===== src/rtl/serial_subtractor_if.sv =====
`default_nettype none
// ============================================================================
// Module   : serial_subtractor_if
// Purpose  : Start/busy/done handshake and result bundle of serial_subtractor.
//            The overflow signal exists only when SERIAL_SUB_OVF_EN is defined.
// Revision : 1.0  initial release
// ============================================================================
interface serial_subtractor_if #(
   parameter int WIDTH = 32
);
   logic             start;
   logic [WIDTH-1:0] a;
   logic [WIDTH-1:0] b;
   logic             busy;
   logic             done;
   logic [WIDTH-1:0] diff;
   logic             borrow_out;
   logic             zero;
`ifdef SERIAL_SUB_OVF_EN
   logic             overflow;
`endif

   modport master (
      output start, a, b,
      input  busy, done, diff, borrow_out, zero
`ifdef SERIAL_SUB_OVF_EN
      , input overflow
`endif
   );

   modport slave (
      input  start, a, b,
      output busy, done, diff, borrow_out, zero
`ifdef SERIAL_SUB_OVF_EN
      , output overflow
`endif
   );
endinterface
`default_nettype wire


===== src/rtl/serial_subtractor.sv =====
`default_nettype none
// ============================================================================
// Module   : serial_subtractor
// Purpose  : Bit-serial two's-complement a - b, LSB first, one bit per clock.
//            Optional signed overflow flag via macro SERIAL_SUB_OVF_EN.
// Revision : 1.0  initial release
// ============================================================================
module serial_subtractor #(
   parameter int WIDTH = 32
) (
   input  logic               clk,
   input  logic               rst_n,
   serial_subtractor_if.slave bus
);
   localparam int                 c_cnt_w = $clog2(WIDTH) + 1;
   localparam logic [c_cnt_w-1:0] c_last  = c_cnt_w'(WIDTH - 1);

   typedef enum logic [1:0] {
      IDLE = 2'd0,
      RUN  = 2'd1,
      DONE = 2'd2
   } state_t;

   state_t             r_state;
   state_t             w_state_next;
   logic [WIDTH-1:0]   r_a;
   logic [WIDTH-1:0]   r_b;
   logic [WIDTH-2:0]   r_work;
   logic               r_br;
   logic [c_cnt_w-1:0] r_cnt;
   logic [WIDTH-1:0]   r_diff;
   logic               r_borrow_out;
   logic               r_zero;
   logic               w_d;
   logic               w_br_next;
   logic               w_last;
   logic [WIDTH-1:0]   w_result;

   assign w_d       = r_a[0] ^ r_b[0] ^ r_br;
   assign w_br_next = (~r_a[0] & r_b[0]) | (~(r_a[0] ^ r_b[0]) & r_br);
   assign w_last    = (r_cnt == c_last);
   // The current difference bit plus the WIDTH-1 bits already shifted in.
   assign w_result  = {w_d, r_work};

   always_ff @(posedge clk or negedge rst_n) begin
      if (!rst_n) begin
         r_state <= IDLE;
      end else begin
         r_state <= w_state_next;
      end
   end

   always_comb begin
      w_state_next = r_state;
      bus.busy     = 1'b0;
      bus.done     = 1'b0;
      case (r_state)
         IDLE: begin
            if (bus.start) begin
               w_state_next = RUN;
            end
         end
         RUN: begin
            bus.busy = 1'b1;
            if (w_last) begin
               w_state_next = DONE;
            end
         end
         DONE: begin
            bus.done     = 1'b1;
            w_state_next = IDLE;
         end
         default: begin
            w_state_next = IDLE;
         end
      endcase
   end

   always_ff @(posedge clk or negedge rst_n) begin
      if (!rst_n) begin
         r_a          <= '0;
         r_b          <= '0;
         r_work       <= '0;
         r_br         <= 1'b0;
         r_cnt        <= '0;
         r_diff       <= '0;
         r_borrow_out <= 1'b0;
         r_zero       <= 1'b1;
      end else begin
         if (r_state == IDLE && bus.start) begin
            r_a    <= bus.a;
            r_b    <= bus.b;
            r_work <= '0;
            r_br   <= 1'b0;
            r_cnt  <= '0;
         end
         if (r_state == RUN) begin
            r_a    <= r_a >> 1;
            r_b    <= r_b >> 1;
            r_work <= w_result[WIDTH-1:1];
            r_br   <= w_br_next;
            r_cnt  <= r_cnt + c_cnt_w'(1);
            // Results change only here, so they stay stable across the next run.
            if (w_last) begin
               r_diff       <= w_result;
               r_borrow_out <= w_br_next;
               r_zero       <= (w_result == '0);
            end
         end
      end
   end

   assign bus.diff       = r_diff;
   assign bus.borrow_out = r_borrow_out;
   assign bus.zero       = r_zero;

`ifdef SERIAL_SUB_OVF_EN
   logic r_a_msb;
   logic r_b_msb;
   logic r_overflow;

   always_ff @(posedge clk or negedge rst_n) begin
      if (!rst_n) begin
         r_a_msb    <= 1'b0;
         r_b_msb    <= 1'b0;
         r_overflow <= 1'b0;
      end else begin
         if (r_state == IDLE && bus.start) begin
            r_a_msb <= bus.a[WIDTH-1];
            r_b_msb <= bus.b[WIDTH-1];
         end
         if (r_state == RUN && w_last) begin
            r_overflow <= (r_a_msb != r_b_msb) && (w_d != r_a_msb);
         end
      end
   end

   assign bus.overflow = r_overflow;
`endif
endmodule
`default_nettype wire


===== src/flat_wrapper.sv =====
// flat-port wrapper written by rule: the top's interface ports become plain ports
module serial_subtractor_flat 
#(
   parameter int WIDTH = 32
)
  (clk, rst_n, bus_start, bus_a, bus_b, bus_busy, bus_done, bus_diff, bus_borrow_out, bus_zero);
  serial_subtractor_if #(.WIDTH(WIDTH)) bus_i ();
  input  logic clk;
  input  logic rst_n;
  input wire logic [$bits(bus_i.start)-1:0] bus_start;
  input wire logic [$bits(bus_i.a)-1:0] bus_a;
  input wire logic [$bits(bus_i.b)-1:0] bus_b;
  output wire logic [$bits(bus_i.busy)-1:0] bus_busy;
  output wire logic [$bits(bus_i.done)-1:0] bus_done;
  output wire logic [$bits(bus_i.diff)-1:0] bus_diff;
  output wire logic [$bits(bus_i.borrow_out)-1:0] bus_borrow_out;
  output wire logic [$bits(bus_i.zero)-1:0] bus_zero;
  assign bus_i.start = bus_start;
  assign bus_i.a = bus_a;
  assign bus_i.b = bus_b;
  assign bus_busy = bus_i.busy;
  assign bus_done = bus_i.done;
  assign bus_diff = bus_i.diff;
  assign bus_borrow_out = bus_i.borrow_out;
  assign bus_zero = bus_i.zero;
  serial_subtractor #(.WIDTH(WIDTH)) u_core (.clk(clk), .rst_n(rst_n), .bus(bus_i));
endmodule

===== config.mk =====
export PLATFORM = sky130hd
export DESIGN_NAME = serial_subtractor_flat
export DESIGN_NICKNAME = d
export VERILOG_FILES = /design/src/rtl/serial_subtractor_if.sv /design/src/rtl/serial_subtractor.sv /design/src/flat_wrapper.sv
export SDC_FILE = /design/constraint.sdc
export NUM_CORES = 1
export LEC_CHECK = 0
export ABC_AREA = 1
export CAP_MARGIN = 20
export CORE_UTILIZATION = 52
export DETAILED_ROUTE_END_ITERATION = 8
export PLACE_DENSITY = 0.79
export SLEW_MARGIN = 30
export SYNTH_ARGS = -nofsm -noshare
export SYNTH_HDL_FRONTEND = slang
export SYNTH_SLANG_ARGS = --single-unit

===== constraint.sdc =====
create_clock -name clk -period 1.9 [get_ports clk]
set_clock_uncertainty 0.05 [all_clocks]
set_input_delay 0.285 -clock clk [delete_from_list [all_inputs] [get_ports clk]]
set_output_delay 0.285 -clock clk [all_outputs]
set_load 0.03 [all_outputs]

# Yosys cells after proc, flatten, opt, wreduce, memory -nomap -nowiden
# Index checks and enable logic that the tools add are counted.
[classes]
addsub = 1
multipliers = 0
div_mod_pow = 0
magnitude_cmp = 0
n_eq_ne = 5
shift = 0
muxes = 15
bitwise_logic = 7
reduce_logical = 6
[op_table]
columns = ["operator", "n"]
rows = [
  ["32-bit two-way mux", 4],
  ["31-bit two-way mux", 2],
  ["32-bit zero test", 1],
  ["6-bit two-way mux", 2],
  ["6-bit by 1-bit adder with 6-bit output (second input constant)", 1],
  ["6-bit by 5-bit == test with 1-bit output (second input constant)", 1],
  ["1-bit two-way mux", 4],
  ["2-bit two-way mux", 2],
  ["2-bit case mux with 2 select lines", 1],
  ["2-bit AND reduction", 2],
  ["1-bit bitwise AND", 2],
  ["2-bit by 1-bit == test with 1-bit output (second input constant)", 1],
  ["2-bit == test (second input constant)", 1],
  ["2-bit zero test", 1],
  ["2-bit by 1-bit != test with 1-bit output (second input constant)", 1],
  ["2-bit != test (second input constant)", 1],
  ["1-bit NOT", 2],
  ["2-bit nonzero test", 1],
  ["1-bit XOR", 2],
  ["1-bit logical AND", 1],
  ["1-bit OR", 1],
]
[totals]
reg_bits = 138
latchBits = 0
ram_bits = 0
rom_bits = 0
in_bits = 67
out_inout_bits = 36
word_cells = 43
n_memories = 0

# Longest topological paths before layout
[depth]
depth_word = 5
ltp_mapped = 10
ltp_nobuf = 9

# Worst setup path after synthesis
# Ideal clock, no wire load.
[synth_path]
kind = "flip-flop to flip-flop"
start = "reg u_core.r_cnt[0]"
end = "reg u_core.r_diff[18] (netlist: u_core.bus.diff[18])"
setup_time_ns = 0.135
arrival_ns = 1.304
required_time_ns = 1.715
slack_ns = 0.411
path_stages_with_launch = 11
path_buffers = 2
synth_period_minus_slack_ns = 1.489
cell_sequence = "dfrtp_1 > ha_1 > nand2_1 > inv_1 > nand3_1 > nor2_2 > nand2_2 > buf_6 > buf_6 > nand2_1 > o21ai_0"
[synth_via]
elab_chain_cells = 2
[synth_lines]
columns = ["item", "line", "rtl"]
rows = [
  ["from (decl)", "serial_subtractor.sv:30", "logic [c_cnt_w-1:0] r_cnt;"],
  ["from (signal assigned)", "serial_subtractor.sv:102", "r_cnt <= r_cnt + c_cnt_w'(1);"],
  ["6-bit by 5-bit == test with 1-bit output", "serial_subtractor.sv:41", "assign w_last = (r_cnt == c_last);"],
  ["2-bit AND reduction (no source line)", "n/a", ""],
  ["to (signal assigned)", "serial_subtractor.sv:105", "r_diff <= w_result;"],
  ["to (decl)", "serial_subtractor.sv:31", "logic [WIDTH-1:0] r_diff;"],
]
# No other way between the ends.
# A chain may end at the register's enable or synchronous reset.

# Worst setup path after layout
[layout_path]
start = "reg u_core.r_diff[4] (netlist: u_core.bus.diff[4])"
end = "out bus_diff[4]"
[layout_rtl]
columns = ["item", "line", "rtl"]
rows = [
  ["to (decl)", "flat_wrapper.sv:15", "output wire logic [$bits(bus_i.diff)-1:0] bus_diff;"],
]
# No word-level cell between the ends.

==> results.sh <==
export IMPL_fin_nets=798
export IMPL_ys_flop_type="dfrtp_1"
export IMPL_cts_root_buffer="clkbuf_8"
export IMPL_ios=103
export IMPL_routed_wl_um=11590
export IMPL_syn2layout_area_growth_pct=33.18
export IMPL_cts_tree="done"
export IMPL_numCtsBuffers=17
export IMPL_postCtsSetupBuffers=0
export IMPL_critical_path_top_delay_family="buffers and inverters"
export IMPL_required_ps=1560
export IMPL_cts_sinks=138
export IMPL_rsz0062_at_grt="false"
export IMPL_synth_seq_cells=138
export IMPL_avgRoutedWirePerCell_um=13.21
export IMPL_netlist_instances=628
export IMPL_grt_overflow=0
export IMPL_status="complete, no violations"
export IMPL_async_reset_ff_share_pct=100.0
export IMPL_synth_top_cell_area_share_pct=61.02
export IMPL_die_x_um=105.9
export IMPL_die_y_um=105.9
export IMPL_yosysMostFrequentCell="nand2_1"
export IMPL_avgSynthCellArea_um2=8.946
export IMPL_synthTopCellsByArea="dfrtp_1, nand2_1, nand3_1"
export IMPL_start_util_pct=53.93
export IMPL_synth_common_cells="nand2_1, dfrtp_1, nand3_1"
export IMPL_diodes=0
export IMPL_drv_cap=0
export IMPL_antenna_left=0
export IMPL_seqPwrFrac_pct=39.2
export IMPL_place_hpwl_um=7692
export IMPL_clk_latency_ps=510
export IMPL_cellPowerDensity_nw_per_um2=1596
export IMPL_dr_pass1_iters=5
export IMPL_synth_nets=697
export IMPL_drc=0
export IMPL_period_share_pct=97.23
export IMPL_finalHoldViolCount=0
export IMPL_swShare_pct=35.76
export IMPL_gp_congestion=0.8153
export IMPL_worstMarginPinSlew_ps=565.9
export IMPL_path_class="reg2out"
export IMPL_cts_htree_levels=4
export IMPL_period_minus_slack_ps=1847
export IMPL_p_switching_mw=4.270
export IMPL_antenna_found_initial=0
export IMPL_p_leak_nw=3.604
export IMPL_ys_seq_area_share_pct=61.49
export IMPL_cp_cell_sequence="clkdlybuf4s50_1"
export IMPL_port_buffers=102
export IMPL_die_area_um2=11220
export IMPL_fin_util_pct=71.83
export IMPL_grt_pass1_wl_um=19640
export IMPL_num_rows=37
export IMPL_max_slew_margin_pct=62.28
export IMPL_grt_max_degree=69
export IMPL_via_per_inst=5.189
export IMPL_synth_edff_count=0
export IMPL_stdcell_count=877
export IMPL_fmax_mhz=541.3
export IMPL_vias=4551
export IMPL_p_comb_share_pct=33.6
export IMPL_end_kind="output port"
export IMPL_grtUsageTotal_pct=22.08
export IMPL_grt_pass1_vias=4340
export IMPL_critPathMaxStageDelay_ps=670
export IMPL_cp_slowest_cell="clkdlybuf4s50_1"
export IMPL_yosysTopAreaCell="dfrtp_1"
export IMPL_placed_cells=845
export IMPL_hp_class="in2async"
export IMPL_yosysWarnings=0
export IMPL_clk_pin_slew_ps=60
export IMPL_tns_ps=0
export IMPL_cp_max_fo=2
export IMPL_ir_drop_uv=700.8
export IMPL_intPower_mw=7.672
export IMPL_crit_arrival_ps=1510
export IMPL_ys_types=27
export IMPL_clockBufferDepth=2
export IMPL_fill_cells=757
export IMPL_cp_start_kind="flip-flop"
export IMPL_drtIter0Drc=357
export IMPL_drive_gt1_share_pct=7.422
export IMPL_finalMaxSlewViolations=0
export IMPL_setup_viol=0
export IMPL_clockPowerShare_pct=27.2
export IMPL_synth_area_um2=5618
export IMPL_cp_num_buf_inv=1
export IMPL_fp_coreArea_um2=10420
path summary, 6_finish.rpt:
check | start | endpoint | slack, ps | cells after the start
setup / recovery | u_core.bus.diff[4]$_DFFE_PN0P_ | bus_diff[4] | 50 | 1
hold / removal | rst_n | u_core.bus.diff[20]$_DFFE_PN0P_ | 280 | 2
setup reg to reg | u_core.r_cnt[0]$_DFFE_PN0P_ | u_core.bus.diff[11]$_DFFE_PN0P_ | 260 | 9
hold reg to reg | u_core.bus.zero$_DFFE_PN1P_ | u_core.bus.zero$_DFFE_PN1P_ | 420 | 2
max in group asynchronous | rst_n | u_core.r_a[25]$_DFFE_PN0P_ | 920 | 3
min in group clk | bus_b[31] | u_core.r_b[31]$_DFFE_PN0P_ | 280 | 3
stage by stage:
| stage | setup WS (ps) | cell area [µm²] | total power, mW | hold WS, ps |
|---|---|---|---|---|
| floorplan | 411.4 | 5618 | 7.348 | -60.59 |
| global placement | 210.5 | 6830 | 8.580 | 251.2 |
| detailed placement | 186.4 | 6830 | 8.777 | 251.5 |
| CTS | 0.8735 | 7420 | 12.04 | 266.7 |
| global route | 1.604 | 7482 | 12.72 | 287.2 |
| finish | 52.54 | 7482 | 11.94 | 276.5 |
worst reg2reg max path, cell delays in order (launching register included):
cell	delay [ps]
dfrtp_1	400
ha_1	190
nand2_1	70
inv_1	80
nand3_1	100
nor2_2	140
nand2_2	80
buf_12	200
nand2_1	120
o21ai_0	90
layout make-up:
| class | count | area [µm²] | area share (%) |
|---|---|---|---|
| sequential | 138 | 3455 | 46.17 |
| multi-input combinational | 412 | 1836 | 24.53 |
| timing repair buffer | 116 | 1270 | 16.97 |
| clock buffer | 18 | 417.9 | 5.585 |
| tap | 136 | 170.2 | 2.274 |
| clock inverter | 13 | 168.9 | 2.258 |
| inverter | 44 | 165.2 | 2.207 |
power groups by stage:
stage / sequential (mW) / combinational (mW) / clock, mW
2_1_floorplan: 4.98 / 2.37 / 0
3_3_place_gp: 4.66 / 3.92 / 0
3_5_place_dp: 4.71 / 4.07 / 0
4_1_cts: 4.68 / 4.07 / 3.29
5_1_grt: 4.80 / 4.49 / 3.43
6_report: 4.68 / 4.02 / 3.25
what timing repair did:
action,in CTS,in global routing
hold endpoints to repair,58,0
resized for setup,8,28
endpoints found under the setup margin,7,28
gates cloned,0,0
hold buffers,1,0
state kept, by name, indices dropped and copies added, names as in the netlist:
register	cells
u_core.r_work	31
u_core.r_br	1
u_core.bus.zero	1
u_core.bus.borrow_out	1
u_core.bus.diff	32
u_core.r_state	2
u_core.r_b	32
u_core.r_a	32
u_core.r_cnt	6
metal layers:
layer	up-vias	track usage [%]	wire length, µm
met3	10	4.844	588
li1	2214	-	-
met4	0	7.639	112
met5	-	0	0
met1	2175	31.02	5312
met2	152	34.22	5575
cells by family (layout without fill, tap and decap cells):
logic type               Yosys count  after routing  synth area share [%]
AO/OA/AOI/OAI                     77             77                 7.884
XOR/XNOR                           1              1                0.1559
adder cells (fa/ha/maj)            2              2                0.5790
buffers and inverters             78            191                 5.969
flip-flops                       138            138                 61.49
AND/OR/NAND/NOR                  332            332                 23.92
cells in the final DEF (no fill, tap or decap), drive strengths merged, types with 2 or more instances in the layout:
cell | synthesis | layout
bufinv | 0 | 3
clkdlybuf4s50 | 0 | 66
nand3 | 62 | 62
a22oi | 2 | 2
clkinv | 0 | 3
nand2 | 242 | 242
o21ai | 37 | 37
inv | 44 | 47
buf | 21 | 15
clkbuf | 13 | 19
clkinvlp | 0 | 4
dlymetal6s2s | 0 | 27
dfrtp | 137 | 137
nor2 | 28 | 28
dlygate4sd2 | 0 | 6
o22ai | 33 | 33
(Power assumes the default switching activity.)
==> patch 1, RTL diff (config.mk and constraints unchanged) <==
`WIDTH` is set to 32 in 3 places; all go to 16.
--- a/src/rtl/serial_subtractor_if.sv
+++ b/src/rtl/serial_subtractor_if.sv
@@ -8,3 +8,3 @@
 interface serial_subtractor_if #(
-   parameter int WIDTH = 32
+   parameter int WIDTH = 16
 );
--- a/src/rtl/serial_subtractor.sv
+++ b/src/rtl/serial_subtractor.sv
@@ -8,3 +8,3 @@
 module serial_subtractor #(
-   parameter int WIDTH = 32
+   parameter int WIDTH = 16
 ) (
--- a/src/flat_wrapper.sv
+++ b/src/flat_wrapper.sv
@@ -3,3 +3,3 @@
 #(
-   parameter int WIDTH = 32
+   parameter int WIDTH = 16
 )
Ports: changed (resized bus_a, bus_b and bus_diff); port bits go from 103 to 55. No check against the original RTL was run, so the function may have changed too.
==> patch 1 against the unedited design <==
  * Design area shrank 47%
  * Routed wire length is 50% lower
  * Synthesized area down 43%
  * Die area decreased by 43%
  * Sequential cell count decreased by 65
  * Worst setup slack gained 0.12 ns
  * Final cell count down 47%
  * Power down 48%
  * Largest power group unchanged
  * Highest routed layer unchanged
==> patch 1: results <==
{
  "syn_nets": 370,
  "reg2reg_to": "u_core.bus.zero",
  "antenna_found_initial": 0,
  "ys_top_cells_by_area": "dfrtp_1, nand2_1, nand3_2",
  "seq_area_frac_synth_pct": 57.5,
  "crit_arrival_ns": 1.39,
  "p_sw_w": 0.00238,
  "ir_drop_mv": 0.892,
  "synth_area_per_cell_um2": 9.58,
  "min_from": "u_core.bus.zero",
  "htree_levels": 3,
  "vias_per_cell": 5.05,
  "grt_max_degree": 74,
  "whs_endpoint": "u_core.bus.zero",
  "layout-drive-gt1-share_pct": 15.9,
  "grt_pass1_wl_um": 9800,
  "track_usage_pct": 20.4,
  "ys_types": 25,
  "numCtsBuffers": 9,
  "ys_async_sr_fraction_pct": 100,
  "r2r_slack_ns": 0.18,
  "diodes": 0,
  "nFillCells": 473,
  "cp_top_family": "buffers and inverters",
  "rr_worst_depth": 8,
  "min_path_type": "reg2reg",
  "nets": 424,
  "status": "finished, final reports clean",
  "fin_cells": 465,
  "routedWlPerCell_um": 12.4,
  "insertion_delay_ns": 0.34,
  "first_iter_violations": 200,
  "io_buffers": 54,
  "max_stage_delay_ns": 0.68,
  "path_max_fanout": 2,
  "grt_pass1_vias": 2207,
  "place_inst": 449,
  "yosys_warnings": 0,
  "drtPass1Iterations": 7,
  "clkTransAtPathRegs_ns": 0.08,
  "p_leak_nw": 1.95,
  "gp_congestion": 0.724,
  "hpwlAfterDp_um": 3790,
  "tightest_slew_ns": 0.397,
  "synthTopCellsByCount": "nand2_1, dfrtp_1, inv_1, nand2_2",
  "cpMaxStageDelayCell": "clkdlybuf4s50_1"
}
[patch 1: final cells by class]
class / count / area share (%)
clock buffer: 12 / 3.93
inverter: 24 / 2.41
clock inverter: 3 / 1.01
timing repair buffer: 59 / 15.2
tap: 75 / 2.38
multi-input combinational: 219 / 28.8
sequential: 73 / 46.3
[patch 1: worst max-delay path by stage]
stage / startpoint / to / slack (ns) / cells past startpoint
after detailed placement: bus_start / u_core.r_a[5] / 0.15 / 6
after global placement: bus_start / u_core.r_a[0] / 0.20 / 6
after floorplan: u_core.r_cnt[0] / u_core.bus.diff[13] / 0.44 / 8
after CTS: u_core.bus.zero / bus_zero / 0.001 / 1
after global routing: u_core.r_cnt[0] / u_core.bus.zero / 0.02 / 8
final: u_core.bus.diff[10] / bus_diff[10] / 0.18 / 1
[patch 1: what timing repair did]
item                                    CTS  global route
cloned                                    0             0
hold buffers                              1             0
endpoints found under the setup margin    1             1
resized for setup                         1             1
buffers inserted                          0             0
endpoints found under the hold margin    72             0
[patch 1: per-layer routing]
metal  share of wire (%)  GRT usage [%]  vias to the layer above  wire length [um]
met2                  48           33.1                       56              2790
met5                   0              0                        -                 0
met1                  46           26.0                     1113              2670
met3                 3.9           5.57                        7               222
met4                 1.5           8.21                        0                84
li1                    -              -                     1173                 -
[patch 1: per-stage QoR]
stage               area (um2)  power [W]  setup WS, ns  hold slack (ns)  utilization (%)
floorplan                 3180    0.00432         0.440          -0.0606                -
global placement          3740    0.00497         0.198            0.293             63.2
detailed placement        3740    0.00508         0.154            0.294             63.2
CTS                       3940    0.00632       0.00147            0.426             66.6
global route              3950    0.00670        0.0169            0.451             66.7
finish                    3950    0.00624         0.175            0.420             66.7
[patch 1: cells by family after synthesis]
| logic type | after synthesis | synth area share [%] |
|---|---|---|
| fa+ha+maj | 3 | 1.42 |
| simple gates | 177 | 27.3 |
| flops | 73 | 57.5 |
| compound gates | 39 | 6.97 |
| buf+inv | 40 | 6.81 |
[patch 1: power groups by stage]
stage               sequential (W)  clock (W)  combinational, W
floorplan                  0.00286          0           0.00146
global placement           0.00257          0           0.00240
detailed placement         0.00260          0           0.00248
CTS                        0.00259    0.00124           0.00249
global route               0.00266    0.00130           0.00274
finish                     0.00258    0.00121           0.00245
==> patch 2, RTL diff (same flow settings) <==
Without the edit above. Encoding of `state_t`: now one-hot (3 bits for 3 states).
--- a/src/rtl/serial_subtractor.sv
+++ b/src/rtl/serial_subtractor.sv
@@ -17,6 +17,6 @@
 
-   typedef enum logic [1:0] {
-      IDLE = 2'd0,
-      RUN  = 2'd1,
-      DONE = 2'd2
+   typedef enum logic [2:0] {
+      IDLE = 3'b001,
+      RUN  = 3'b010,
+      DONE = 3'b100
    } state_t;
Formal check against the unedited RTL: same outputs for any inputs over 10 cycles, from zero or initial values and one cycle with rst_n low; not proved beyond that.
==> patch 2 against the unedited design <==
  * Power shrank 14%
  * Design area shrank 1.9%
  * Die area shrank 1.6%
  * Sequential cell count grew 1
  * Routed wire length grew 1.4%
  * Non-clock buffer count shrank 2
  * Synthesized area shrank 1.6%
  * Worst setup slack lost 0.021 ns
  * Critical path type unchanged
  * Largest cell class unchanged
==> patch 2: results <==
{
  "nets": 737,
  "buffer_area_share_pct": 17.3,
  "seq_area_frac_synth_pct": 63.0,
  "p_leak_nw": 3.18,
  "rr_startpoint": "u_core.r_state[2]",
  "ys_types": 24,
  "routedWlPerCell_um": 14.4,
  "track_usage_pct": 22.6,
  "crit_arrival_ns": 1.53,
  "met3_length_um": 693,
  "synthTopCellsByCount": "nor2_1, dfrtp_1, o22ai_1, nand2_1, inv_1",
  "multi_input_area_share_pct": 23.3,
  "pre_cts_ws_ns": 0.114,
  "p_clk_share_pct": 29.5,
  "nFillCells": 769,
  "inverters_excl_clock": 40,
  "num-nonclk-buffers": 114,
  "cpMaxStageDelayCell": "clkdlybuf4s50_1",
  "layout.comb_gates.multi_input": 356,
  "diodes": 0,
  "wl_met1_um": 5170,
  "ys_top_cells_by_area": "dfrtp_1, o22ai_1, nor2_1",
  "synth_xor_area_share_pct": 0,
  "crit_path_start": "u_core.bus.diff[7]",
  "syn_nets": 638,
  "pg_comb_w": 0.00296,
  "grt_use_met3_pct": 6.61,
  "grt_pass1_vias": 4252,
  "vias_per_cell": 5.34,
  "grt_pass1_wl_um": 19800,
  "first_iter_violations": 222,
  "clock_sinks": 139,
  "placed_cell_area_um2": 6730,
  "ctsResizeCount": 11,
  "gp_congestion": 0.752,
  "layout-drive-gt1-share_pct": 8.37,
  "met2_usage_pct": 36.7,
  "grtUsageMet1_pct": 29.3,
  "grt_max_degree": 70,
  "synth_compound_area_share_pct": 14.6,
  "antenna_found_initial": 0,
  "tightest_slew_ns": 0.397,
  "clock_area_share_pct": 7.52,
  "ir_drop_mv": 0.694,
  "status": "finished, final reports clean",
  "synth-adder-area-share_pct": 0.589,
  "seq_share_pct": 47.5,
  "p_sw_w": 0.00348
}
patch 2: cell types whose count changed in the layout (fill, tap and decap cells not counted), sizes merged, moves of 5 or more:
cell	unedited run	this run
inv	47	41
o22ai	33	95
nand3	62	6
nor2	28	147
dlymetal6s2s	27	22
clkinv	3	11
clkdlybuf4s50	66	72
nand2	242	62
patch 2: worst paths after layout:
kind,endpoint,slack [ns],depth (start not counted)
max,bus_diff[7],0.03,1
min,u_core.bus.diff[26],0.08,2
max reg2reg,u_core.r_a[3],0.22,6
min reg2reg,u_core.bus.diff[9],0.43,2
max in group asynchronous,u_core.bus.zero,1.15,3
min in group clk,u_core.r_b[11],0.34,3
patch 2: stage by stage:
step | utilization (%) | TNS [ns] | std cells | total power (W)
floorplan | - | 0 | 569 | 0.00630
global placement | 65.2 | 0 | 784 | 0.00708
detailed placement | 65.2 | 0 | 784 | 0.00726
CTS | 70.6 | 0 | 817 | 0.0103
global route | 71.1 | -0.0217 | 817 | 0.0109
finish | 71.1 | 0 | 817 | 0.0103
